## config.mk

```make
export PLATFORM = sky130hd
export DESIGN_NAME = ram_readahead_banked
export DESIGN_NICKNAME = d
export VERILOG_FILES = /design/src/rtl/ram_readahead_banked.sv
export SDC_FILE = /design/constraint.sdc
export NUM_CORES = 1
export LEC_CHECK = 0
export BUFFER_PORTS_ARGS = -buffer_cell sky130_fd_sc_hd__buf_2
export CAP_MARGIN = 20
export CORE_MARGIN = 3
export CORE_UTILIZATION = 47
export DETAILED_ROUTE_END_ITERATION = 12
export GPL_TIMING_DRIVEN = 0
export PLACE_DENSITY = 0.82
export SYNTH_ARGS = -nofsm -noshare
export SYNTH_HDL_FRONTEND = slang
export SYNTH_SLANG_ARGS = --single-unit
export TNS_END_PERCENT = 20
```

## constraint.sdc

```tcl
create_clock -name clk -period 2.6 [get_ports clk]
set_input_delay 0.52 -clock clk [delete_from_list [all_inputs] [get_ports clk]]
set_output_delay 0.52 -clock clk [all_outputs]
set_load 0.005 [all_outputs]
```

## src/rtl/ram_readahead_banked.sv

```systemverilog
// ram_readahead_banked: banked read-ahead byte reader.
// A request address is split into {line, bank, offset}. Every bank gets the
// same offset; banks below the requested bank fetch the following line, so
// one fetch covers NB consecutive segments starting at the requested byte.
// Optional feature: define RAM_READAHEAD_HIT_EN to serve repeat requests
// from the captured line buffer with a 1-cycle latency.
//
// Handshake: a request transfers on a rising edge where req_valid and
// req_ready are both high (req_ready is high only in IDLE). rsp_valid is a
// one-cycle pulse; rsp_data holds until the next capture. bank_ready is
// sampled only in WAIT, and all bits must be high in the same cycle.
module ram_readahead_banked #(
  parameter int ADDR_W     = 21,
  parameter int DATA_W     = 8,
  parameter int BANKS_LOG2 = 1,
  parameter int SEG_BITS   = 3,
  localparam int NB        = 1 << BANKS_LOG2
) (
  input  logic                 clk,
  input  logic                 reset,
  input  logic                 req_valid,
  output logic                 req_ready,
  input  logic [ADDR_W-1:0]    req_addr,
  output logic                 rsp_valid,
  output logic [DATA_W-1:0]    rsp_data,
  output logic [NB*ADDR_W-1:0] bank_addr,
  input  logic [NB*DATA_W-1:0] bank_data,
  input  logic [NB-1:0]        bank_ready,
  output logic [1:0]           dbg_state
);

  localparam int LW = ADDR_W - SEG_BITS - BANKS_LOG2;

  typedef enum logic [1:0] {IDLE, ISSUE, WAIT, RESP} state_t;

  state_t                  state_q, state_d;
  logic [NB*ADDR_W-1:0]    bank_addr_q, bank_addr_d;
  logic [BANKS_LOG2-1:0]   req_bank_q;
  logic [DATA_W-1:0]       rsp_data_q;
  logic [DATA_W-1:0]       cap_byte;
  logic                    load_addr;
  logic                    capture;

  logic [SEG_BITS-1:0]     req_off;
  logic [BANKS_LOG2-1:0]   req_bank;
  logic [LW-1:0]           req_line;
  logic [LW-1:0]           line_k;

  assign req_off  = req_addr[SEG_BITS-1:0];
  assign req_bank = req_addr[SEG_BITS +: BANKS_LOG2];
  assign req_line = req_addr[ADDR_W-1 -: LW];

  // Per-bank fetch addresses for the incoming request (line wraps modulo 2^LW).
  always_comb begin
    bank_addr_d = '0;
    line_k      = '0;
    for (int k = 0; k < NB; k++) begin
      line_k = req_line + {{(LW-1){1'b0}}, (BANKS_LOG2'(k) < req_bank)};
      bank_addr_d[k*ADDR_W +: ADDR_W] = {line_k, BANKS_LOG2'(k), req_off};
    end
  end

  // Byte of the latched bank, taken from the live bank data at capture.
  always_comb begin
    cap_byte = '0;
    for (int k = 0; k < NB; k++) begin
      if (BANKS_LOG2'(k) == req_bank_q) cap_byte = bank_data[k*DATA_W +: DATA_W];
    end
  end

`ifdef RAM_READAHEAD_HIT_EN
  logic [NB*DATA_W-1:0] line_buf_q;
  logic                 buf_valid_q;
  logic [ADDR_W-1:0]    sel_addr;
  logic [DATA_W-1:0]    sel_buf;
  logic                 hit;
  logic                 hit_take;

  // Buffered address and byte of the bank addressed by the incoming request.
  always_comb begin
    sel_addr = '0;
    sel_buf  = '0;
    for (int k = 0; k < NB; k++) begin
      if (BANKS_LOG2'(k) == req_bank) begin
        sel_addr = bank_addr_q[k*ADDR_W +: ADDR_W];
        sel_buf  = line_buf_q[k*DATA_W +: DATA_W];
      end
    end
  end

  assign hit = buf_valid_q
            && (sel_addr[SEG_BITS-1:0] == req_off)
            && (sel_addr[ADDR_W-1:SEG_BITS] == req_addr[ADDR_W-1:SEG_BITS]);

  // Line buffer: filled on every miss capture, cleared by reset.
  always_ff @(posedge clk) begin
    if (reset) begin
      line_buf_q  <= '0;
      buf_valid_q <= 1'b0;
    end else if (capture) begin
      line_buf_q  <= bank_data;
      buf_valid_q <= 1'b1;
    end
  end
`endif

  // Next-state and control decode.
  always_comb begin
    state_d   = state_q;
    load_addr = 1'b0;
    capture   = 1'b0;
`ifdef RAM_READAHEAD_HIT_EN
    hit_take  = 1'b0;
`endif
    case (state_q)
      IDLE: begin
        if (req_valid) begin
`ifdef RAM_READAHEAD_HIT_EN
          if (hit) begin
            hit_take = 1'b1;
            state_d  = RESP;
          end else begin
            load_addr = 1'b1;
            state_d   = ISSUE;
          end
`else
          load_addr = 1'b1;
          state_d   = ISSUE;
`endif
        end
      end
      ISSUE: state_d = WAIT;
      WAIT: begin
        if (&bank_ready) begin
          capture = 1'b1;
          state_d = RESP;
        end
      end
      RESP:    state_d = IDLE;
      default: state_d = IDLE;
    endcase
  end

  // State, fetch addresses and response byte registers.
  always_ff @(posedge clk) begin
    if (reset) begin
      state_q     <= IDLE;
      bank_addr_q <= '0;
      req_bank_q  <= '0;
      rsp_data_q  <= '0;
    end else begin
      state_q <= state_d;
      if (load_addr) begin
        bank_addr_q <= bank_addr_d;
        req_bank_q  <= req_bank;
      end
      if (capture) rsp_data_q <= cap_byte;
`ifdef RAM_READAHEAD_HIT_EN
      if (hit_take) rsp_data_q <= sel_buf;
`endif
    end
  end

  assign req_ready = (state_q == IDLE);
  assign rsp_valid = (state_q == RESP);
  assign rsp_data  = rsp_data_q;
  assign bank_addr = bank_addr_q;
  assign dbg_state = state_q;

endmodule

```

==> results of run 1 <==
[path summary, 6_finish.rpt]
path	cells after the start	to	slack, ps
hold reg to reg	2	bank_addr[36]$_SDFFE_PP0P_	450
setup reg to reg	7	bank_addr[5]$_SDFFE_PP0P_	680
setup / recovery	7	bank_addr[5]$_SDFFE_PP0P_	680
hold / removal	3	bank_addr[23]$_SDFFE_PP0P_	450
[cells by family (layout without fill, tap and decap cells)]
family / Yosys count / in the layout
other cells: 1 / 1
buf+inv: 25 / 126
simple gates: 104 / 104
fa+ha+maj: 6 / 6
compound gates: 49 / 49
mux: 9 / 9
flops: 49 / 49
xor+xnor: 13 / 13
[worst register-to-register path, stage by stage, from the launching register on]
cell      delay, ps
dfxtp_1         340
inv_1           100
ha_1            210
and2_1          140
clkbuf_1        290
clkbuf_1        520
nand2_1         140
a21oi_1         140
[final cells by class]
class | instances | share of cell area (%)
plain buffers | 20 | 3.25
clock buffers | 6 | 2.54
clock inverters | 2 | 1.36
inverters | 5 | 0.658
multi-input cells | 182 | 39.2
flip-flops and latches | 49 | 34.4
well taps | 52 | 2.28
repair buffers | 93 | 16.3
[metrics by stage]
step | cell area (um2) | worst slack (ps) | cells | util, % | total power [mW]
finish | 2850 | 680 | 409 | 64.2 | 2.41
global route | 2850 | 465 | 409 | 64.2 | 2.58
detailed placement | 2740 | 523 | 401 | 61.7 | 1.89
floorplan | 2210 | 843 | 256 | - | 1.54
CTS | 2850 | 684 | 409 | 64.2 | 2.42
global placement | 2740 | 600 | 401 | 61.7 | 1.86
[metal layers]
metal / part of all wire, % / vias up
met4: 1.2 / 0
met1: 42 / 994
met3: 5.6 / 6
met5: 0 / -
li1: - / 1071
met2: 51 / 53
[flip-flops by register name (all words and copies together), names as in the netlist]
name        flops
dbg_state       2
bank_addr      38
req_bank_q      1
rsp_data        8
[report_power, final]
group	switching (mW)	leakage, nW	total, mW	internal, mW
registers	0.0860	0.402	1.00	0.914
clock network	0.243	0.0554	0.532	0.289
logic	0.512	0.794	0.879	0.368
[cell usage after synthesis, drive strengths merged]
| cell | n | area share, % |
|---|---|---|
| nor4 | 5 | 2.8 |
| o21ai | 2 | 0.45 |
| clkbuf | 11 | 1.9 |
| nand2 | 51 | 8.7 |
| a211oi | 21 | 8.0 |
| and2 | 1 | 0.28 |
| ha | 6 | 3.4 |
| conb | 1 | 0.17 |
| nor2 | 28 | 4.8 |
| nand4 | 4 | 2.1 |
| nor2b | 1 | 0.28 |
| buf | 9 | 2.3 |
| a21oi | 24 | 5.4 |
| or3 | 2 | 0.57 |
| dfxtp | 49 | 44 |
| nand3 | 5 | 1.9 |
| inv | 5 | 0.85 |
| a311oi | 2 | 0.79 |
| xnor2 | 12 | 4.8 |
| xor2 | 1 | 0.40 |
| nor3 | 6 | 1.4 |
| mux2i | 9 | 4.1 |
| and3 | 1 | 0.28 |
==> reports/metrics.yaml, run 1 <==
outcome: "complete, no violations"
gr-usage-met2_pct: 35.2
multi_input_area_um2: 1120
numCtsBuffers: 5
antenna_cells: 0
cp_top_family: "buffers and inverters"
cts-resized-gates: 0
postCtsSetupBuffers: 0
min_path_type: "input pin to flip-flop"
grt_use_met1_pct: 26.7
setup_viol: 0
layout_commonest_cell: "buf_2"
area_growth_pct: 29.0
clkTransAtPathRegs_ps: 90
numClockSinks: 49
std_cell_rows: 24
yosys.area_share.simple_pct: 23.0
synth_compound_area_share_pct: 14.7
slew_headroom_pct: 59.2
use_met3_pct: 4.46
end_kind: "flip-flop"
io_pins: 96
drt-vias-per-instance: 5.19
drv_slew: 0
final_cell_mix: "95 x buf_2, 51 x nand2_1, 49 x dfxtp_1"
vias: 2124
syn_area_um2: 2210
powerDensity_nw_per_um2: 845
synth.ff_latch_count: 49
drv_cap: 0
yosys-mux-area-fraction_pct: 4.08
dieHeight_um: 74.6
period_needed_ps: 1920
synth_area_per_cell_um2: 8.63
drive_gt1_share_pct: 33.3
die_w_um: 74.6
synth_cell_types: 30
fin_crit_sh_pct: 73.9
htreeDepth: 2
initialDrtViolationCount: 101
ctsHoldBuffers: 0
firstDrtPassIters: 4
worstPathMaxFanout: 10
cp_cell_sequence: "inv_1 -> ha_1 -> and2_1 -> clkbuf_1 -> clkbuf_1 -> nand2_1 -> a21oi_1"
fillCellCount: 404
synth_xor_area_share_pct: 5.15
hold_viol_final: 0
crit_path_max_incr_delay_ps: 520
drtAntennaViolNets: 0
grt_max_degree: 16
synth_cells: 256
regArea_um2: 981
finalHoldWorstSlack_ps: 447
worst_slew_pin_slew_ps: 612
wl_per_cell_um: 13.9
grt_use_total_pct: 20.9
crit_start: "dbg_state[0]$_SDFFE_PP0P_"
clock-root-buffer: "clkbuf_8"
synth_top_family_by_area: "simple AND/OR/NAND/NOR gates"
clk_path_buf_depth: 2
rsz0062_at_grt: "false"
min-delay-start: "req_addr[2]"
ir_drop_mv: 0.658
worst-path-buf-inv: 3
crit_top_cell: "clkbuf_1"
gr-max-usage-layer: "met2"
grt_pass1_wl_um: 8970
tns_ps: 0
arrival_ps: 2160
drcViolationCount: 0
slowest_stage: "clkbuf_1"
worstSetupPathType: "flip-flop to flip-flop"
worstPathRequired_ps: 2840
die_area_um2: 5560
fp.coreArea_um2: 4440
dp_hpwl_um: 4470
grt_pass1_vias: 1948
timing.fmax_mhz: 521
yosys.area_share.adder_pct: 3.40
cts_tree: "yes"
power_leakage_nw: 1.25
port_buffers: 93
clock_skew_ps: 10.4
reg2reg_from: "dbg_state[0]$_SDFFE_PP0P_"
startpoint_type: "flip-flop"
place.gp.congestion: 0.879
clkLatencyLatePin_ps: 300
start_util_pct: 49.7
synth_fp_nets: 304
yosysSeqAreaShare_pct: 44.4
nNetsFinal: 404
synth_warnings: 0
antenna_found_initial: 0
wl_um: 5710
overflow: 0
Note: power is estimated with default switching activity, not from simulation.
==> inputs of run 2 (changes only) <==
==> constraint.sdc (replaced) <==
create_clock -name clk -period 1.85 [get_ports clk]
set_input_delay 0.37 -clock clk [delete_from_list [all_inputs] [get_ports clk]]
set_output_delay 0.37 -clock clk [all_outputs]
set_load 0.005 [all_outputs]
==> reports/metrics.yaml, run 2 (synthesized netlist as in run 1, its figures left out) <==
outcome: "complete, no violations"
grt_pass1_wl_um: 9000  # +0.30%
switching_share_pct: 34.8  # -0.053 points
drive_gt1_share_pct: 34.8  # +1.5 points
final_cell_mix: "95 x buf_2, 51 x nand2_1, 49 x dfxtp_1"
hold_viol_final: 0  # unchanged
port_buffers: 93  # unchanged
firstDrtPassIters: 4  # unchanged
instances_no_fill: 408  # -0.24%
clkTransAtPathRegs_ps: 90  # about the same
die_w_um: 74.6  # unchanged
fin_crit_sh_pct: 89.5  # +16 points
grt_pass1_vias: 1944  # -0.21%
nNetsFinal: 403  # -0.25%
dp.cells: 401  # unchanged
clkLatencyLatePin_ps: 300  # about the same
wl_um: 5710  # +0.11%
clock-root-buffer: "clkbuf_8"
startpoint_type: "flip-flop"
worstPathRequired_ps: 2060  # -780 ps
clockPowerShare_pct: 22.1  # about the same
slowest_stage: "dfxtp_1"
worst_slew_pin_slew_ps: 609  # -3.32 ps
p_int_mw: 2.21  # +41%
end_kind: "flip-flop"
numClockSinks: 49  # unchanged
fin_area_um2: 2850  # about the same
vias: 2125  # +0.047%
layout_commonest_cell: "buf_2"
drv_cap: 0  # unchanged
slew_headroom_pct: 59.4  # +0.22 points
cts_tree: "yes"
p_comb_share_pct: 36.6  # about the same
worstPathMaxFanout: 10  # unchanged
io_pins: 96  # unchanged
place.gp.congestion: 0.879  # unchanged
clock_skew_ps: 10.6  # +0.254 ps
finalPower_mw: 3.40  # +41%
setup_viol: 0  # unchanged
ir_drop_mv: 0.927  # +41%
start_util_pct: 49.7  # unchanged
p_seq_share_pct: 41.4  # about the same
p_switching_mw: 1.18  # +41%
grt_max_degree: 16  # unchanged
drcViolationCount: 0  # unchanged
cp_cell_sequence: "inv_1 -> ha_1 -> and3_1 -> clkbuf_1 -> buf_2 -> nor2_1 -> a211oi_1"
clk_path_buf_depth: 2  # unchanged
postCtsSetupBuffers: 0  # unchanged
area_growth_pct: 29.2  # about the same
overflow: 0  # unchanged
crit_path_max_incr_delay_ps: 340  # -180 ps
worst-path-buf-inv: 3  # unchanged
fillCellCount: 402  # -0.50%
drtAntennaViolNets: 0  # unchanged
arrival_ps: 1870  # -290 ps
grt_use_total_pct: 21.0  # +0.028 points
std_cell_rows: 24  # unchanged
period_needed_ps: 1660  # -264 ps
dieHeight_um: 74.6  # unchanged
timing.fmax_mhz: 604  # +16%
fp.coreArea_um2: 4440  # unchanged
antenna_cells: 0  # unchanged
wl_per_cell_um: 14.0  # +0.35%
die_area_um2: 5560  # unchanged
initialDrtViolationCount: 97  # -4.0%
powerDensity_nw_per_um2: 1190  # +41%
min_path_type: "input pin to flip-flop"
largest_register_ffs: 38  # unchanged
place_area_um2: 2740  # unchanged
cp_top_family: "buffers and inverters"
worstSetupPathType: "flip-flop to flip-flop"
dp_hpwl_um: 4470  # unchanged
antenna_found_initial: 0  # unchanged
ctsHoldBuffers: 0  # unchanged
drv_slew: 0  # unchanged
rsz0062_at_grt: "false"
power_leakage_nw: 1.27  # +1.1%
drt-vias-per-instance: 5.21  # +0.29%
numCtsBuffers: 5  # unchanged
htreeDepth: 2  # unchanged
[run 2: path summary, 6_finish.rpt]
check | from | to | slack (ps) | cells past startpoint
worst max-delay path | dbg_state[0]$_SDFFE_PP0P_ | rsp_data[6]$_SDFFE_PP0P_ | 190 | 7
worst min-delay path | req_addr[2] | bank_addr[23]$_SDFFE_PP0P_ | 300 | 3
worst max register to register | dbg_state[0]$_SDFFE_PP0P_ | rsp_data[6]$_SDFFE_PP0P_ | 190 | 7
worst min register to register | bank_addr[36]$_SDFFE_PP0P_ | bank_addr[36]$_SDFFE_PP0P_ | 450 | 2
[run 2: area by class of cell]
class                           instances  area [um2]  share of cell area (%)
Inverter                                5        18.8                   0.658
Timing Repair Buffer                   93         465                    16.3
Clock inverter                          2        38.8                    1.36
Clock buffer                            6        72.6                    2.54
Buffer                                 19        95.1                    3.33
Tap cell                               52        65.1                    2.28
Sequential cell                        49         981                    34.4
Multi-Input combinational cell        182        1120                    39.1
[run 2: stage by stage]
| step | hold slack (ps) | setup TNS (ps) | setup slack [ps] | utilization [%] |
|---|---|---|---|---|
| after floorplan | 453 | 0 | 243 | - |
| after global placement | 441 | -0.187 | -0.187 | 61.7 |
| final | 296 | 0 | 193 | 64.2 |
| after detailed placement | 444 | -280 | -76.9 | 61.7 |
| after global routing | 301 | 0 | 0.0304 | 64.2 |
| after CTS | 293 | 0 | 67.4 | 64.2 |
[run 2: repair_timing]
| action | CTS | global route |
|---|---|---|
| hold endpoints to repair | 0 | 0 |
| setup endpoints to repair | 11 | 29 |
| resized for setup | 2 | 5 |
[run 2: worst reg2reg max path, delay by kind of cell, from the launching register on]
family	cells	cell delay (ps)
AND/OR/NAND/NOR	2	210
adder cells (fa/ha/maj)	1	190
buffers and inverters	3	620
AO/OA/AOI/OAI	1	210
flip-flops	1	340
[run 2: routing by layer]
layer / vias up / track usage, % / share of wire (%)
met3: 6 / 4.46 / 5.8
met1: 989 / 26.9 / 43
met2: 60 / 35.2 / 50
met5: - / 0 / 0
met4: 0 / 6.72 / 1.5
li1: 1070 / - / -
[run 2: power by group through the flow]
stage | registers [mW] | logic, mW | clock network, mW
after floorplan | 1.45 | 0.711 | 0
after detailed placement | 1.43 | 1.23 | 0
after CTS | 1.41 | 1.24 | 0.759
final | 1.41 | 1.24 | 0.749
after global placement | 1.42 | 1.20 | 0
after global routing | 1.44 | 1.40 | 0.806
==> inputs of run 3 (changes only) <==
--- a/config.mk
+++ b/config.mk
@@ -11,7 +11,7 @@
 export CORE_UTILIZATION = 47
 export DETAILED_ROUTE_END_ITERATION = 12
 export GPL_TIMING_DRIVEN = 0
-export PLACE_DENSITY = 0.82
+export PLACE_DENSITY_LB_ADDON = 0.3
 export SYNTH_ARGS = -nofsm -noshare
 export SYNTH_HDL_FRONTEND = slang
 export SYNTH_SLANG_ARGS = --single-unit
==> reports/metrics.yaml, run 3 (synthesized netlist as in run 1, its figures left out) <==
htreeDepth: 2  # unchanged
cts_tree: "yes"
min_path_type: "input pin to flip-flop"
p_comb_share_pct: 37.5  # +0.9 points
dieHeight_um: 74.6  # unchanged
drcViolationCount: 0  # unchanged
outcome: "complete, no violations"
vias: 2070  # -2.6%
end_kind: "flip-flop"
dp_hpwl_um: 4350  # -2.9%
wl_per_cell_um: 13.8  # -1.3%
switching_share_pct: 35.6  # +0.75 points
clk_path_buf_depth: 2  # unchanged
layout_commonest_cell: "buf_2"
io_pins: 96  # unchanged
ir_drop_mv: 0.611  # -34%
startpoint_type: "flip-flop"
drv_cap: 0  # unchanged
worstSetupPathType: "flip-flop to flip-flop"
timing.fmax_mhz: 596  # -1.2%
drv_slew: 0  # unchanged
place_area_um2: 2740  # unchanged
clkLatencyLatePin_ps: 300  # about the same
slowest_stage: "buf_1"
numCtsBuffers: 5  # unchanged
p_seq_share_pct: 43.1  # +1.7 points
clock_skew_ps: 1.49  # -9.11 ps
cp_cell_sequence: "inv_1 -> ha_1 -> and2_1 -> buf_1 -> a211oi_1"
worstPathMaxFanout: 10  # unchanged
rsz0062_at_grt: "false"
slew_headroom_pct: 57.4  # -2.0 points
worst-path-buf-inv: 2  # -1
place.gp.congestion: 0.779  # -11%
instances_no_fill: 407  # -0.25%
p_int_mw: 2.10  # -5.1%
grt_use_total_pct: 20.6  # -0.34 points
overflow: 0  # unchanged
drtAntennaViolNets: 0  # unchanged
largest_register_ffs: 38  # unchanged
p_switching_mw: 1.16  # -1.9%
die_area_um2: 5560  # unchanged
area_growth_pct: 27.9
powerDensity_nw_per_um2: 1150  # -3.1%
fin_crit_sh_pct: 90.6  # +1.1 points
period_needed_ps: 1680  # +20.5 ps
clock-root-buffer: "clkbuf_8"
clockPowerShare_pct: 19.4  # -2.7 points
fillCellCount: 411  # +2.2%
fin_area_um2: 2830  # -0.96%
drive_gt1_share_pct: 34.1  # -0.75 points
r2r_setup_slack_ps: 170  # -20 ps
grt_pass1_vias: 1807  # -7.0%
start_util_pct: 49.7  # unchanged
antenna_found_initial: 0  # unchanged
antenna_cells: 0  # unchanged
final_cell_mix: "95 x buf_2, 51 x nand2_1, 49 x dfxtp_1"
numClockSinks: 49  # unchanged
port_buffers: 93  # unchanged
clkTransAtPathRegs_ps: 80  # about the same
fp.coreArea_um2: 4440  # unchanged
firstDrtPassIters: 4  # unchanged
finalPower_mw: 3.26  # -4.0%
grt_max_degree: 14  # -2
crit_path_max_incr_delay_ps: 410  # +70 ps
die_w_um: 74.6  # unchanged
nNetsFinal: 403  # unchanged
std_cell_rows: 24  # unchanged
drt-vias-per-instance: 5.09  # -2.3%
ctsHoldBuffers: 0  # unchanged
initialDrtViolationCount: 83  # -14%
arrival_ps: 1840  # -30 ps
cp_top_family: "buffers and inverters"
hold_viol_final: 0  # unchanged
worstPathRequired_ps: 2020  # -40 ps
worst_slew_pin_slew_ps: 640  # +30.7 ps
wl_um: 5620  # -1.6%
setup_viol: 0  # unchanged
dp.cells: 401  # unchanged
grt_pass1_wl_um: 8740  # -2.8%
power_leakage_nw: 1.25  # -1.3%
[run 3: layout make-up]
type	instances	area, um2	area share (%)
Multi-Input combinational cell	182	1120	39.5
Inverter	5	18.8	0.664
Sequential cell	49	981	34.7
Buffer	19	92.6	3.28
Timing Repair Buffer	93	465	16.5
Tap cell	52	65.1	2.30
Clock buffer	7	86.3	3.05
[run 3: final timing paths]
kind,startpoint,endpoint,cells past startpoint
worst min-delay path,req_addr[0],bank_addr[21]$_SDFFE_PP0P_,3
worst max register to register,dbg_state[0]$_SDFFE_PP0P_,bank_addr[12]$_SDFFE_PP0P_,5
worst min register to register,bank_addr[31]$_SDFFE_PP0P_,bank_addr[31]$_SDFFE_PP0P_,2
worst max-delay path,dbg_state[0]$_SDFFE_PP0P_,bank_addr[12]$_SDFFE_PP0P_,5
[run 3: through the flow]
step | util (%) | setup WS (ps) | setup TNS [ps] | hold WS, ps
2_1_floorplan | - | 243 | 0 | 453
5_1_grt | 63.6 | 8.99 | 0 | 311
6_report | 63.6 | 173 | 0 | 298
4_1_cts | 63.7 | 27.4 | 0 | 294
3_3_place_gp | 61.7 | -6.33 | -11.4 | 441
3_5_place_dp | 61.7 | -57.1 | -189 | 444
[run 3: power by group through the flow]
| stage | registers, mW | logic, mW | clock network, mW |
|---|---|---|---|
| floorplan | 1.45 | 0.711 | 0 |
| global placement | 1.42 | 1.20 | 0 |
| detailed placement | 1.43 | 1.23 | 0 |
| CTS | 1.41 | 1.23 | 0.646 |
| global route | 1.43 | 1.38 | 0.686 |
| finish | 1.41 | 1.22 | 0.633 |
[run 3: layer usage]
metal	wire, um	part of all wire [%]	vias to the layer above	GRT usage, %
met5	0	0	-	0
met4	108	1.9	0	7.11
met3	283	5.0	13	5.00
met2	2650	47	53	31.0
met1	2580	46	939	29.0
li1	-	-	1065	-
[run 3: worst min-delay path, stage by stage]
cell	delay, ps
buf_2	100
nand2_1	40
a21oi_1	50
[run 3: timing repair]
action / 4_1_cts / 5_1_grt
resized for setup: 2 / 3
buffers inserted: 0 / 0
pin swaps: 0 / 0
endpoints found under the setup margin: 10 / 33
